$ cat config.mk
export PLATFORM = sky130hd
export DESIGN_NAME = instr_encoder_flat
export DESIGN_NICKNAME = d
export VERILOG_FILES = /design/src/rtl/instr_encoder_if.sv /design/src/rtl/instr_encoder.sv /design/src/flat_wrapper.sv
export SDC_FILE = /design/constraint.sdc
export NUM_CORES = 1
export LEC_CHECK = 0
export CAP_MARGIN = 25
export CORE_MARGIN = 2
export CORE_UTILIZATION = 48
export DETAILED_ROUTE_END_ITERATION = 16
export GPL_ROUTABILITY_DRIVEN = 0
export GPL_TIMING_DRIVEN = 0
export PLACE_DENSITY = 0.76
export SLEW_MARGIN = 20
export SYNTH_ARGS = -nofsm -noshare
export SYNTH_HDL_FRONTEND = slang
export SYNTH_SLANG_ARGS = --single-unit
$ cat constraint.sdc
create_clock -name clk -period 4.4 [get_ports clk]
set_input_delay 0.88 -clock clk [delete_from_list [all_inputs] [get_ports clk]]
set_output_delay 0.88 -clock clk [all_outputs]
set_load 0.005 [all_outputs]
$ cat src/rtl/instr_encoder_if.sv
// Request/response bundle for the RV32I instruction encoder.
// master drives requests and out_ready; slave is the encoder.
interface instr_encoder_if #(
  parameter int unsigned CNT_W = 16
);
  logic             in_valid;
  logic             in_ready;
  logic [2:0]       fmt_sel;
  logic [6:0]       opcode;
  logic [4:0]       rd;
  logic [4:0]       rs1;
  logic [4:0]       rs2;
  logic [2:0]       funct3;
  logic [6:0]       funct7;
  logic [31:0]      imm;
  logic             out_valid;
  logic             out_ready;
  logic [31:0]      out_instr;
  logic             out_err;
  logic [CNT_W-1:0] out_count;

  modport master (
    output in_valid, fmt_sel, opcode, rd, rs1, rs2, funct3, funct7, imm, out_ready,
    input  in_ready, out_valid, out_instr, out_err, out_count
  );

  modport slave (
    input  in_valid, fmt_sel, opcode, rd, rs1, rs2, funct3, funct7, imm, out_ready,
    output in_ready, out_valid, out_instr, out_err, out_count
  );
endinterface

$ cat src/rtl/instr_encoder.sv
// Streaming RV32I encoder: packs decoded fields and a full immediate into an
// instruction word, range-checks the immediate and expands LI into LUI/ADDI.
module instr_encoder #(
  parameter int unsigned CNT_W = 16
) (
  input  logic               clk,
  input  logic               rst_n,
  instr_encoder_if.slave     bus
);

  localparam logic [2:0] FMT_I     = 3'b000;
  localparam logic [2:0] FMT_S     = 3'b001;
  localparam logic [2:0] FMT_B     = 3'b010;
  localparam logic [2:0] FMT_J     = 3'b011;
  localparam logic [2:0] FMT_U     = 3'b100;
  localparam logic [2:0] FMT_SHIFT = 3'b101;
  localparam logic [2:0] FMT_LI    = 3'b110;

  localparam logic [6:0] OP_IMM = 7'b0010011;
  localparam logic [6:0] OP_LUI = 7'b0110111;

  typedef enum logic [0:0] {
    ST_IDLE  = 1'b0,
    ST_LI_LO = 1'b1
  } state_e;

  state_e           state_q, state_d;
  logic             out_valid_q, out_valid_d;
  logic [31:0]      out_instr_q, out_instr_d;
  logic             out_err_q, out_err_d;
  logic [CNT_W-1:0] count_q, count_d;
  logic [4:0]       li_rd_q, li_rd_d;
  logic [11:0]      li_lo_q, li_lo_d;

  logic        slot_free_c;
  logic        in_ready_c;
  logic        accept_c;
  logic        i_ok_c, b_ok_c, j_ok_c;
  logic [19:0] li_hi_c;
  logic [31:0] enc_word_c;
  logic        enc_err_c;
  logic        enc_two_c;

  // Immediate fits when all bits above the field's sign bit match it.
  assign i_ok_c = (&bus.imm[31:11]) || !(|bus.imm[31:11]);
  assign b_ok_c = ((&bus.imm[31:12]) || !(|bus.imm[31:12])) && !bus.imm[0];
  assign j_ok_c = ((&bus.imm[31:20]) || !(|bus.imm[31:20])) && !bus.imm[0];

  // Upper LUI part pre-compensates for the sign-extended low ADDI part.
  assign li_hi_c = bus.imm[31:12] + 20'(bus.imm[11]);

  assign slot_free_c = !out_valid_q || bus.out_ready;
  assign in_ready_c  = (state_q == ST_IDLE) && slot_free_c;
  assign accept_c    = bus.in_valid && in_ready_c;

  assign bus.in_ready  = rst_n && in_ready_c;
  assign bus.out_valid = out_valid_q;
  assign bus.out_instr = out_instr_q;
  assign bus.out_err   = out_err_q;
  assign bus.out_count = count_q;

  // Format packing for the request currently presented.
  always_comb begin
    enc_word_c = '0;
    enc_err_c  = 1'b0;
    enc_two_c  = 1'b0;
    case (bus.fmt_sel)
      FMT_I: begin
        enc_word_c = {bus.imm[11:0], bus.rs1, bus.funct3, bus.rd, bus.opcode};
        enc_err_c  = !i_ok_c;
      end
      FMT_S: begin
        enc_word_c = {bus.imm[11:5], bus.rs2, bus.rs1, bus.funct3, bus.imm[4:0], bus.opcode};
        enc_err_c  = !i_ok_c;
      end
      FMT_B: begin
        enc_word_c = {bus.imm[12], bus.imm[10:5], bus.rs2, bus.rs1, bus.funct3,
                      bus.imm[4:1], bus.imm[11], bus.opcode};
        enc_err_c  = !b_ok_c;
      end
      FMT_J: begin
        enc_word_c = {bus.imm[20], bus.imm[10:1], bus.imm[11], bus.imm[19:12],
                      bus.rd, bus.opcode};
        enc_err_c  = !j_ok_c;
      end
      FMT_U: begin
        enc_word_c = {bus.imm[31:12], bus.rd, bus.opcode};
        enc_err_c  = |bus.imm[11:0];
      end
      FMT_SHIFT: begin
        enc_word_c = {bus.funct7, bus.imm[4:0], bus.rs1, bus.funct3, bus.rd, bus.opcode};
        enc_err_c  = |bus.imm[31:5];
      end
      FMT_LI: begin
        if (i_ok_c) begin
          enc_word_c = {bus.imm[11:0], 5'd0, 3'b000, bus.rd, OP_IMM};
        end else begin
          enc_word_c = {li_hi_c, bus.rd, OP_LUI};
          enc_two_c  = |bus.imm[11:0];
        end
      end
      default: begin
        enc_word_c = '0;
        enc_err_c  = 1'b1;
      end
    endcase
  end

  always_ff @(posedge clk or negedge rst_n) begin
    if (!rst_n) begin
      state_q     <= ST_IDLE;
      out_valid_q <= 1'b0;
      out_instr_q <= '0;
      out_err_q   <= 1'b0;
      count_q     <= '0;
      li_rd_q     <= '0;
      li_lo_q     <= '0;
    end else begin
      state_q     <= state_d;
      out_valid_q <= out_valid_d;
      out_instr_q <= out_instr_d;
      out_err_q   <= out_err_d;
      count_q     <= count_d;
      li_rd_q     <= li_rd_d;
      li_lo_q     <= li_lo_d;
    end
  end

  // Next state: the output slot is refilled in the same cycle it drains.
  always_comb begin
    state_d     = state_q;
    out_valid_d = out_valid_q && !bus.out_ready;
    out_instr_d = out_instr_q;
    out_err_d   = out_err_q;
    count_d     = count_q;
    li_rd_d     = li_rd_q;
    li_lo_d     = li_lo_q;

    if (out_valid_q && bus.out_ready) begin
      count_d = count_q + CNT_W'(1);
    end

    case (state_q)
      ST_IDLE: begin
        if (accept_c) begin
          out_valid_d = 1'b1;
          out_instr_d = enc_word_c;
          out_err_d   = enc_err_c;
          if (enc_two_c) begin
            state_d = ST_LI_LO;
            li_rd_d = bus.rd;
            li_lo_d = bus.imm[11:0];
          end
        end
      end
      ST_LI_LO: begin
        if (slot_free_c) begin
          out_valid_d = 1'b1;
          out_instr_d = {li_lo_q, li_rd_q, 3'b000, li_rd_q, OP_IMM};
          out_err_d   = 1'b0;
          state_d     = ST_IDLE;
        end
      end
      default: state_d = ST_IDLE;
    endcase
  end

endmodule
$ cat src/flat_wrapper.sv
// flat-port wrapper written by rule: the top's interface ports become plain ports
module instr_encoder_flat 
#(
  parameter int unsigned CNT_W = 16
)
  (clk, rst_n, bus_in_valid, bus_fmt_sel, bus_opcode, bus_rd, bus_rs1, bus_rs2, bus_funct3, bus_funct7, bus_imm, bus_out_ready, bus_in_ready, bus_out_valid, bus_out_instr, bus_out_err, bus_out_count);
  instr_encoder_if #(.CNT_W(CNT_W)) bus_i ();
  input  logic clk;
  input  logic rst_n;
  input wire logic [$bits(bus_i.in_valid)-1:0] bus_in_valid;
  input wire logic [$bits(bus_i.fmt_sel)-1:0] bus_fmt_sel;
  input wire logic [$bits(bus_i.opcode)-1:0] bus_opcode;
  input wire logic [$bits(bus_i.rd)-1:0] bus_rd;
  input wire logic [$bits(bus_i.rs1)-1:0] bus_rs1;
  input wire logic [$bits(bus_i.rs2)-1:0] bus_rs2;
  input wire logic [$bits(bus_i.funct3)-1:0] bus_funct3;
  input wire logic [$bits(bus_i.funct7)-1:0] bus_funct7;
  input wire logic [$bits(bus_i.imm)-1:0] bus_imm;
  input wire logic [$bits(bus_i.out_ready)-1:0] bus_out_ready;
  output wire logic [$bits(bus_i.in_ready)-1:0] bus_in_ready;
  output wire logic [$bits(bus_i.out_valid)-1:0] bus_out_valid;
  output wire logic [$bits(bus_i.out_instr)-1:0] bus_out_instr;
  output wire logic [$bits(bus_i.out_err)-1:0] bus_out_err;
  output wire logic [$bits(bus_i.out_count)-1:0] bus_out_count;
  assign bus_i.in_valid = bus_in_valid;
  assign bus_i.fmt_sel = bus_fmt_sel;
  assign bus_i.opcode = bus_opcode;
  assign bus_i.rd = bus_rd;
  assign bus_i.rs1 = bus_rs1;
  assign bus_i.rs2 = bus_rs2;
  assign bus_i.funct3 = bus_funct3;
  assign bus_i.funct7 = bus_funct7;
  assign bus_i.imm = bus_imm;
  assign bus_i.out_ready = bus_out_ready;
  assign bus_in_ready = bus_i.in_ready;
  assign bus_out_valid = bus_i.out_valid;
  assign bus_out_instr = bus_i.out_instr;
  assign bus_out_err = bus_i.out_err;
  assign bus_out_count = bus_i.out_count;
  instr_encoder #(.CNT_W(CNT_W)) u_core (.clk(clk), .rst_n(rst_n), .bus(bus_i));
endmodule
# == Word level (Yosys, flattened, before mapping) ==
# Cells that the tools add are included.
# totals
regBits,68
output_inout_bits,51
word_cells,68
# op_classes
add_sub_neg,2
eq_ne,8
muxes,18
n_bitwise,1
reduce_logical,32
# op_table
cell,count
one-hot mux 32 bit (7 select lines),1
2-to-1 mux 32 bit,3
one-hot mux 32 bit (2 select lines),1
OR reduction 27 bit,1
OR reduction 12 bit,2
AND reduction 21 bit,1
OR reduction 21 bit,1
adder 20 x 1 -> 20 bit,1
AND reduction 20 bit,1
OR reduction 20 bit,1
adder 16 x 1 -> 16 bit (second input constant),1
AND reduction 12 bit,1
equality test 3 bit (second input constant),3
zero test 1 bit,9
2-to-1 mux 1 bit,9
logical AND 1 bit,7
equality test 3 x 2 -> 1 bit (second input constant),2
one-hot mux 1 bit (2 select lines),3
one-hot mux 1 bit (6 select lines),1
logical OR 1 bit,4
equality test 3 x 1 -> 1 bit (second input constant),1
zero test 3 bit,1
AND reduction 3 bit,1
!= test 2 x 1 -> 1 bit (second input constant),1
other kinds (4),4

# == Depth between registers and ports, before layout ==
# Gate-level depths: netlist of the first run.
# logic_depth
word_depth,8
depth_mapped,10

# == Worst setup path after synthesis of the first run ==
# Ideal clock, no wire load.
# synth_timing
kind,in2reg
from,input port bus_imm[14]
to,register u_core.li_lo_q[10]
setup_ps,125
t_arrival_ps,2849
required_time_ps,4275
path_slack_ps,1426
path_stages,9
n_path_buf,3
path_cell_list,buf_6 or4_4 or3_4 a2bb2o_4 buf_6 nor2_4 o41ai_4 buf_12 mux2_4
# synth_between
elab_chain_cells,6
# synth_rtl
element,line_no,source
from (decl),flat_wrapper.sv:18,input wire logic [$bits(bus_i.imm)-1:0] bus_imm;
OR reduction 21 bit,instr_encoder.sv:45,assign i_ok_c = (&bus.imm[31:11]) || !(|bus.imm[31:11]);
zero test 1 bit,instr_encoder.sv:45,
logical OR 1 bit (*),instr_encoder.sv:45,
2-to-1 mux 1 bit (*),instr_encoder.sv:95,if (i_ok_c) begin
2-to-1 mux 1 bit (*),instr_encoder.sv:67,case (bus.fmt_sel)
AND reduction 3 bit (no line) (*),n/a,
to (signal assigned),instr_encoder.sv:125,li_lo_q <= li_lo_d;
to (decl),instr_encoder.sv:33,"logic [11:0] li_lo_q, li_lo_d;"
# Every way passes the cells marked *; elsewhere a longest branch is shown, timed or not.
# A chain may end at the register's enable or synchronous reset.

# == Final worst setup path of the first run ==
# layout_timing
from,input port bus_fmt_sel[2]
to,register u_core.li_lo_q[5]
# layout_between
elab_chain_cells,3
# layout_rtl
element,line_no,source
from (decl),flat_wrapper.sv:11,input wire logic [$bits(bus_i.fmt_sel)-1:0] bus_fmt_sel;
equality test 3 bit,instr_encoder.sv:67,
2-to-1 mux 1 bit,instr_encoder.sv:67,
AND reduction 3 bit (no line),n/a,
# Every way passes these cells.

==> results of run 1 <==
cell usage after synthesis, drive strengths merged (2+ instances only):
library cell and instances:
ha 4, a32o 2, or3 6, o221ai 3
a211oi 2, a31oi 3, o21ai 20, or2 3
buf 7, mux2i 21, o2bb2ai 4, nor3 12
xnor2 25, and2 3, clkbuf 19, nor2 50
nand2 39, xor2 8, a21oi 40, o22ai 12
and3 10, or4 4, nand3 13, a221oi 7
and4 3, nor4 5, nand4 8, nand2b 5
a21o 4, inv 6, dfrtp 68, a22oi 8
a221o 3, mux2 22, nor2b 6
flip-flops by register name (all words and copies together) (netlist names):
register	flops
u_core.bus.out_count	16
u_core.bus.out_err	1
u_core.bus.out_instr	32
u_core.bus.out_valid	1
u_core.li_lo_q	12
u_core.li_rd_q	5
u_core.state_q	1
routing by layer:
layer / vias to the layer above / global-route usage, % / wire length (um)
met1: 2101 / 37.8 / 5650
met3: 25 / 4.54 / 1190
met2: 244 / 45.2 / 6520
met5: - / 0 / 0
li1: 1957 / - / -
met4: 0 / 10.6 / 292
stage by stage:
step                      cell area (um^2)  power [mW]
after floorplan                       4300        1.09
after global placement                5580        1.41
after detailed placement              5600        1.43
after CTS                             5840        2.07
after global routing                  5840        2.16
final                                 5840        2.07
how the worst max path moves through the flow:
stage	from	end	depth (start not counted)
after detailed placement	bus_fmt_sel[2]	u_core.li_lo_q[5]	8
after global routing	bus_fmt_sel[2]	u_core.li_lo_q[6]	8
after global placement	rst_n	bus_in_ready	3
final	bus_fmt_sel[2]	u_core.li_lo_q[5]	8
after floorplan	bus_imm[14]	u_core.li_lo_q[10]	9
after CTS	bus_fmt_sel[2]	u_core.li_lo_q[5]	8
power by group through the flow:
stage	registers, mW	logic (mW)	clock network (mW)
after floorplan	0.835	0.259	0
after global placement	0.842	0.567	0
after detailed placement	0.846	0.588	0
after CTS	0.837	0.591	0.637
after global routing	0.855	0.640	0.664
final	0.838	0.593	0.639
cell type report:
type	count	share of cell area, %
sequential	68	29.2
multi-input combinational	365	41.9
timing repair buffer	115	19.8
tap	108	2.32
inverter	6	0.386
buffer	26	2.27
clock buffer	10	2.19
clock inverter	6	1.93
placed cells by master (no fill, tap or decap), drive strengths merged, types with 5 or more instances in the layout:
master,netlist,final
o21ai,20,20
o22ai,12,12
a21oi,40,40
mux2i,21,21
clkdlybuf4s50,0,113
or3,6,6
nand2b,5,5
a221oi,7,7
buf,7,9
dfrtp,68,68
xnor2,25,25
nand2,39,39
nor4,5,5
clkbuf,19,29
nand3,13,13
mux2,22,22
nor3,12,12
nor2b,6,6
and3,10,10
a22oi,8,8
xor2,8,8
inv,6,6
nor2,50,50
nand4,8,8
cell families (layout without fill, tap and decap cells):
logic type / Yosys count / count (layout) / synth area share [%]
adder cells (fa/ha/maj): 4 / 4 / 1.16
AND/OR/NAND/NOR: 169 / 169 / 19.6
AO/OA/AOI/OAI: 116 / 116 / 17.9
buffers and inverters: 32 / 163 / 3.61
multiplexers: 43 / 43 / 11.4
flip-flops: 68 / 68 / 39.5
XOR/XNOR: 33 / 33 / 6.72
critical path, delay by kind of cell:
kind / cells / cell delay [ns]
buf+inv: 2 / 0.78
compound gates: 1 / 0.26
simple gates: 4 / 1.42
mux: 1 / 0.29
==> qor.csv, run 1 <==
metric;value;unit
setup repair bufs after CTS;0;
Worst Clk Skew;0.0109;ns
Layout Nets;666;
syn_nets;540;
crit start category;primary input;
most frequent CP cell;nand2_1;
gr ovfl total;0;
initial antenna violation count;0;
Min Hold Slack;0.441;ns
Post-Route WL;13700;um
Peak supply drop;182;uV
#FFs+latches synth;68;
worst reg2reg path endpoint;u_core.li_lo_q[5];
Comb power frac;28.6;%
Max Cap Viol;0;
Post-Synthesis Cell Area;4300;um^2
dpl hpwl;10100;um
first-pass GRT wire length;21700;um
Slew headroom;42.9;%
Synth async-reset ratio;100;%
flop2flop setup slack;1.66;ns
die extent in y;98.7;um
crit path cell chain;clkdlybuf4s50_1, nand2_1, nor2_2, nand2_1, nor2_4, o41ai_4, buf_12, mux2_4;
Area contributors post-synth;dfrtp_1 40%, xnor2_1 5.1%, mux2i_1 4.9%;
routed len/inst;19.4;um
Flop pwr share;40.5;%
Port Buffers;114;
Layout area overhead;35.6;%
IO Count;122;
Leakage;2.40;nW
Worst Hold Class;primary input to asynchronous set/reset pin;
Tmin final;3.42;ns
H-tree depth;3;
fin util;66.9;%
core area;8720;um^2
hold_buf cts;0;
CTS tree;yes;
Final period util;77.6;%
final std cells w/o fill;704;
DIE AREA;9740;um^2
Critical R2R Launch;u_core.bus.out_valid;
DP Worst Slack;0.642;ns
final setup violation count;0;
largest net degree at the start of global routing;44;
fin worst setup slack;0.984;ns
Post-DRT Antenna Nets;0;
final hold violation count;0;
CP max stage delay;0.55;ns
Crit. End Element;register;
vias per cell;6.15;
Reg area;1700;um^2
status;completed;
sequential share of the synthesized area;39.5;%
diode count;0;
area of the multi-input gates;2450;um^2
maximum fanout along the worst path;10;
layout cells sized above 1;8.89;%
Core Rows;34;
switch share;29.2;%
clock latency on the worst-skew pair;0.35;ns
drt drc;0;
Synth cell types;55;
fmax;293;MHz
Setup TNS;0;ns
clock share of power;30.9;%
vias;4327;
post-synth top area share;39.5;%
synth warn;0;
initial DRC count;338;
arrival time at the worst endpoint;3.64;ns
RSZ-0062 raised after global routing;false;
Internal Pwr Total;1.47;mW
filler instances;719;
number of global-route vias before repair;4270;
CTS Buf Count;9;
Max Root-Sink Buffers;2;
CTS Root Cell;clkbuf_8;
DRT Pass-1 Iters;5;
Syn Area/Cell;9.25;um^2
required time of the critical path;4.63;ns
Overall Global Routing Usage;27.9;%
P_sw;605;uW
final-report max-slew violation count;0;
die width;98.7;um
slowest CP cell;clkdlybuf4s50_1;
Least-Margin Pin Slew;0.853;ns
critical path type;primary input to register;
top_reg_cell synth;dfrtp_1;
Initial Util;49.3;%
clock-pin slew on the worst setup and hold paths;0.08;ns
Inst Count DP;688;
PD cells;355;nW/um^2
Yosys top cell by area;dfrtp_1;
Syn Inst Count;465;
R2R depth;7;
clk sink count;68;
number of flops mapped to enable cells by yosys;0;
post-CTS sizing;0;
(Power assumes the default switching activity.)
==> run 2, diff against run 1 <==
Clock period 4.4 ns to 3.2 ns, I/O delays scaled along.
==> run 2 against run 1 <==
Clock power up 37%. Global-route usage did not move. Setup slack got worse by 0.85 ns. Critical path depth grew 2. Sequential share of layout area decreased by 0.056 points. Utilization grew 0.13 points.
==> qor.csv, run 2 (synthesis results as in run 1) <==
metric;value;unit;change
initial DRC count;359;;was 338
met2 Usage GRT;45.2;%;unchanged
Top delay family on crit path;buffers and inverters;;was simple AND/OR/NAND/NOR gates
max reg flops;32;;unchanged
clock-pin slew on the worst setup and hold paths;0.09;ns;was 0.08 ns
core area;8720;um^2;unchanged
flop2flop setup slack;0.59;ns;was 1.66 ns
Final period util;96.0;%;
Least-Margin Pin Slew;0.856;ns;was 0.853 ns
Port Buffers;114;;unchanged
status;completed;;unchanged
DRT Pass-1 Iters;6;;was 5
Worst Path Buf+Inv;3;;was 2
Min Hold Slack;0.202;ns;was 0.441 ns
Tmin final;3.07;ns;
routed len/inst;19.5;um;was 19.4 um
vias per cell;6.14;;was 6.15
Initial Util;49.3;%;unchanged
Worst Hold Class;primary input to asynchronous set/reset pin;;unchanged
Setup TNS;0;ns;unchanged
GRT Max-Usage Layer;met2;;unchanged
clock latency on the worst-skew pair;0.35;ns;about the same
routing usage on met1;37.8;%;unchanged
first-pass GRT wire length;21700;um;unchanged
gr ovfl total;0;;unchanged
final std cells w/o fill;704;;unchanged
die width;98.7;um;unchanged
DP Worst Slack;-0.318;ns;was 0.642 ns
vias;4326;;was 4327
routing usage on met3;4.54;%;unchanged
die extent in y;98.7;um;unchanged
Leakage;2.40;nW;about the same
DIE AREA;9740;um^2;unchanged
maximum fanout along the worst path;10;;unchanged
Max Cap Viol;0;;unchanged
Critical R2R Launch;u_core.bus.out_valid;;unchanged
R2R depth;7;;unchanged
critical path type;primary input to register;;unchanged
worst reg2reg path endpoint;u_core.li_lo_q[5];;unchanged
Final Power;2.84;mW;was 2.07 mW
Post-Route WL;13700;um;about the same
filler instances;719;;unchanged
Worst Clk Skew;0.0134;ns;was 0.0109 ns
Crit. End Element;register;;unchanged
largest net degree at the start of global routing;44;;unchanged
number of global-route vias before repair;4270;;unchanged
Inst Count DP;688;;unchanged
final-report max-slew violation count;0;;unchanged
Post-DRT Antenna Nets;0;;unchanged
fin worst setup slack;0.129;ns;was 0.984 ns
initial antenna violation count;0;;unchanged
CTS Root Cell;clkbuf_8;;unchanged
setup repair bufs after CTS;0;;unchanged
Peak supply drop;249;uV;was 182 uV
crit start category;primary input;;unchanged
arrival time at the worst endpoint;3.30;ns;was 3.64 ns
post-CTS sizing;0;;unchanged
slowest CP cell;clkdlybuf4s50_1;;unchanged
hold_buf cts;0;;unchanged
drt drc;0;;unchanged
most common cell after layout, fill and taps aside;clkdlybuf4s50_1;;unchanged
final hold violation count;0;;unchanged
Layout Nets;666;;unchanged
PD cells;486;nW/um^2;was 355 nW/um^2
clk sink count;68;;unchanged
crit path cell chain;clkdlybuf4s50_1, ha_1, nand4_1, nor3_1, a2bb2o_4, buf_6, nor2_4, o41ai_4, buf_12, mux2_4;;was clkdlybuf4s50_1, nand2_1, nor2_2, nand2_1, nor2_4, o41ai_4, buf_12, mux2_4
CP max stage delay;0.61;ns;was 0.55 ns
fmax;326;MHz;
diode count;0;;unchanged
Overall Global Routing Usage;27.9;%;unchanged
CTS tree;yes;;unchanged
Layout area overhead;35.9;%;was 35.6%
dpl hpwl;10100;um;unchanged
RSZ-0062 raised after global routing;false;;unchanged
IO Count;122;;unchanged
Max Root-Sink Buffers;2;;unchanged
final setup violation count;0;;unchanged
Core Rows;34;;unchanged
Slew headroom;42.7;%;was 42.9%
required time of the critical path;3.43;ns;was 4.63 ns
H-tree depth;3;;unchanged
layout cells sized above 1;8.89;%;unchanged
most frequent cells in the layout;113 x clkdlybuf4s50_1, 68 x dfrtp_1, 48 x nor2_1;;unchanged
CTS Buf Count;9;;unchanged
-- run 2: changes by cell type in the layout (fill, tap and decap cells not counted) --
cell     before  now
nor3b_2       1    0
nor3b_4       0    1
nor2_2        1    0
nor2_4        1    2
-- run 2: worst max path at each step --
stage                         endpoint  slack (ns)  cells past startpoint           start
finish               u_core.li_lo_q[5]        0.13                     10     bus_imm[11]
detailed placement   u_core.li_lo_q[5]       -0.32                      8  bus_fmt_sel[2]
global placement          bus_in_ready       -1.69                      3           rst_n
global route         u_core.li_lo_q[6]        0.03                      8  bus_fmt_sel[2]
floorplan           u_core.li_lo_q[10]        0.47                      9     bus_imm[14]
CTS                  u_core.li_lo_q[5]        0.04                      8  bus_fmt_sel[2]
-- run 2: cell type report --
cell class | instances | area (um^2) | area share [%]
multi-input combinational | 365 | 2460 | 42.0
sequential | 68 | 1700 | 29.1
timing repair buffer | 115 | 1160 | 19.8
tap | 108 | 135 | 2.31
buffer | 26 | 133 | 2.27
clock buffer | 10 | 128 | 2.18
clock inverter | 6 | 113 | 1.93
inverter | 6 | 22.5 | 0.385
-- run 2: per-layer routing --
| metal | share of wire, % | vias up | routed length (um) |
|---|---|---|---|
| li1 | - | 1955 | - |
| met1 | 41 | 2082 | 5650 |
| met2 | 47 | 255 | 6490 |
| met3 | 8.7 | 34 | 1190 |
| met4 | 2.6 | 0 | 361 |
| met5 | 0 | - | 0 |
-- run 2: power breakdown --
part / internal, mW / leakage [nW] / switching, mW / total, mW
Combinational: 0.471 / 1.44 / 0.346 / 0.817
Clock: 0.520 / 0.120 / 0.355 / 0.875
Sequential: 1.03 / 0.837 / 0.127 / 1.15
Total: 2.02 / 2.40 / 0.828 / 2.84
-- run 2: per-stage QoR --
| stage | util, % | area [um^2] |
|---|---|---|
| 2_1_floorplan | - | 4300 |
| 3_3_place_gp | 64.0 | 5580 |
| 3_5_place_dp | 64.2 | 5600 |
| 4_1_cts | 66.9 | 5840 |
| 5_1_grt | 67.1 | 5850 |
| 6_report | 67.1 | 5850 |
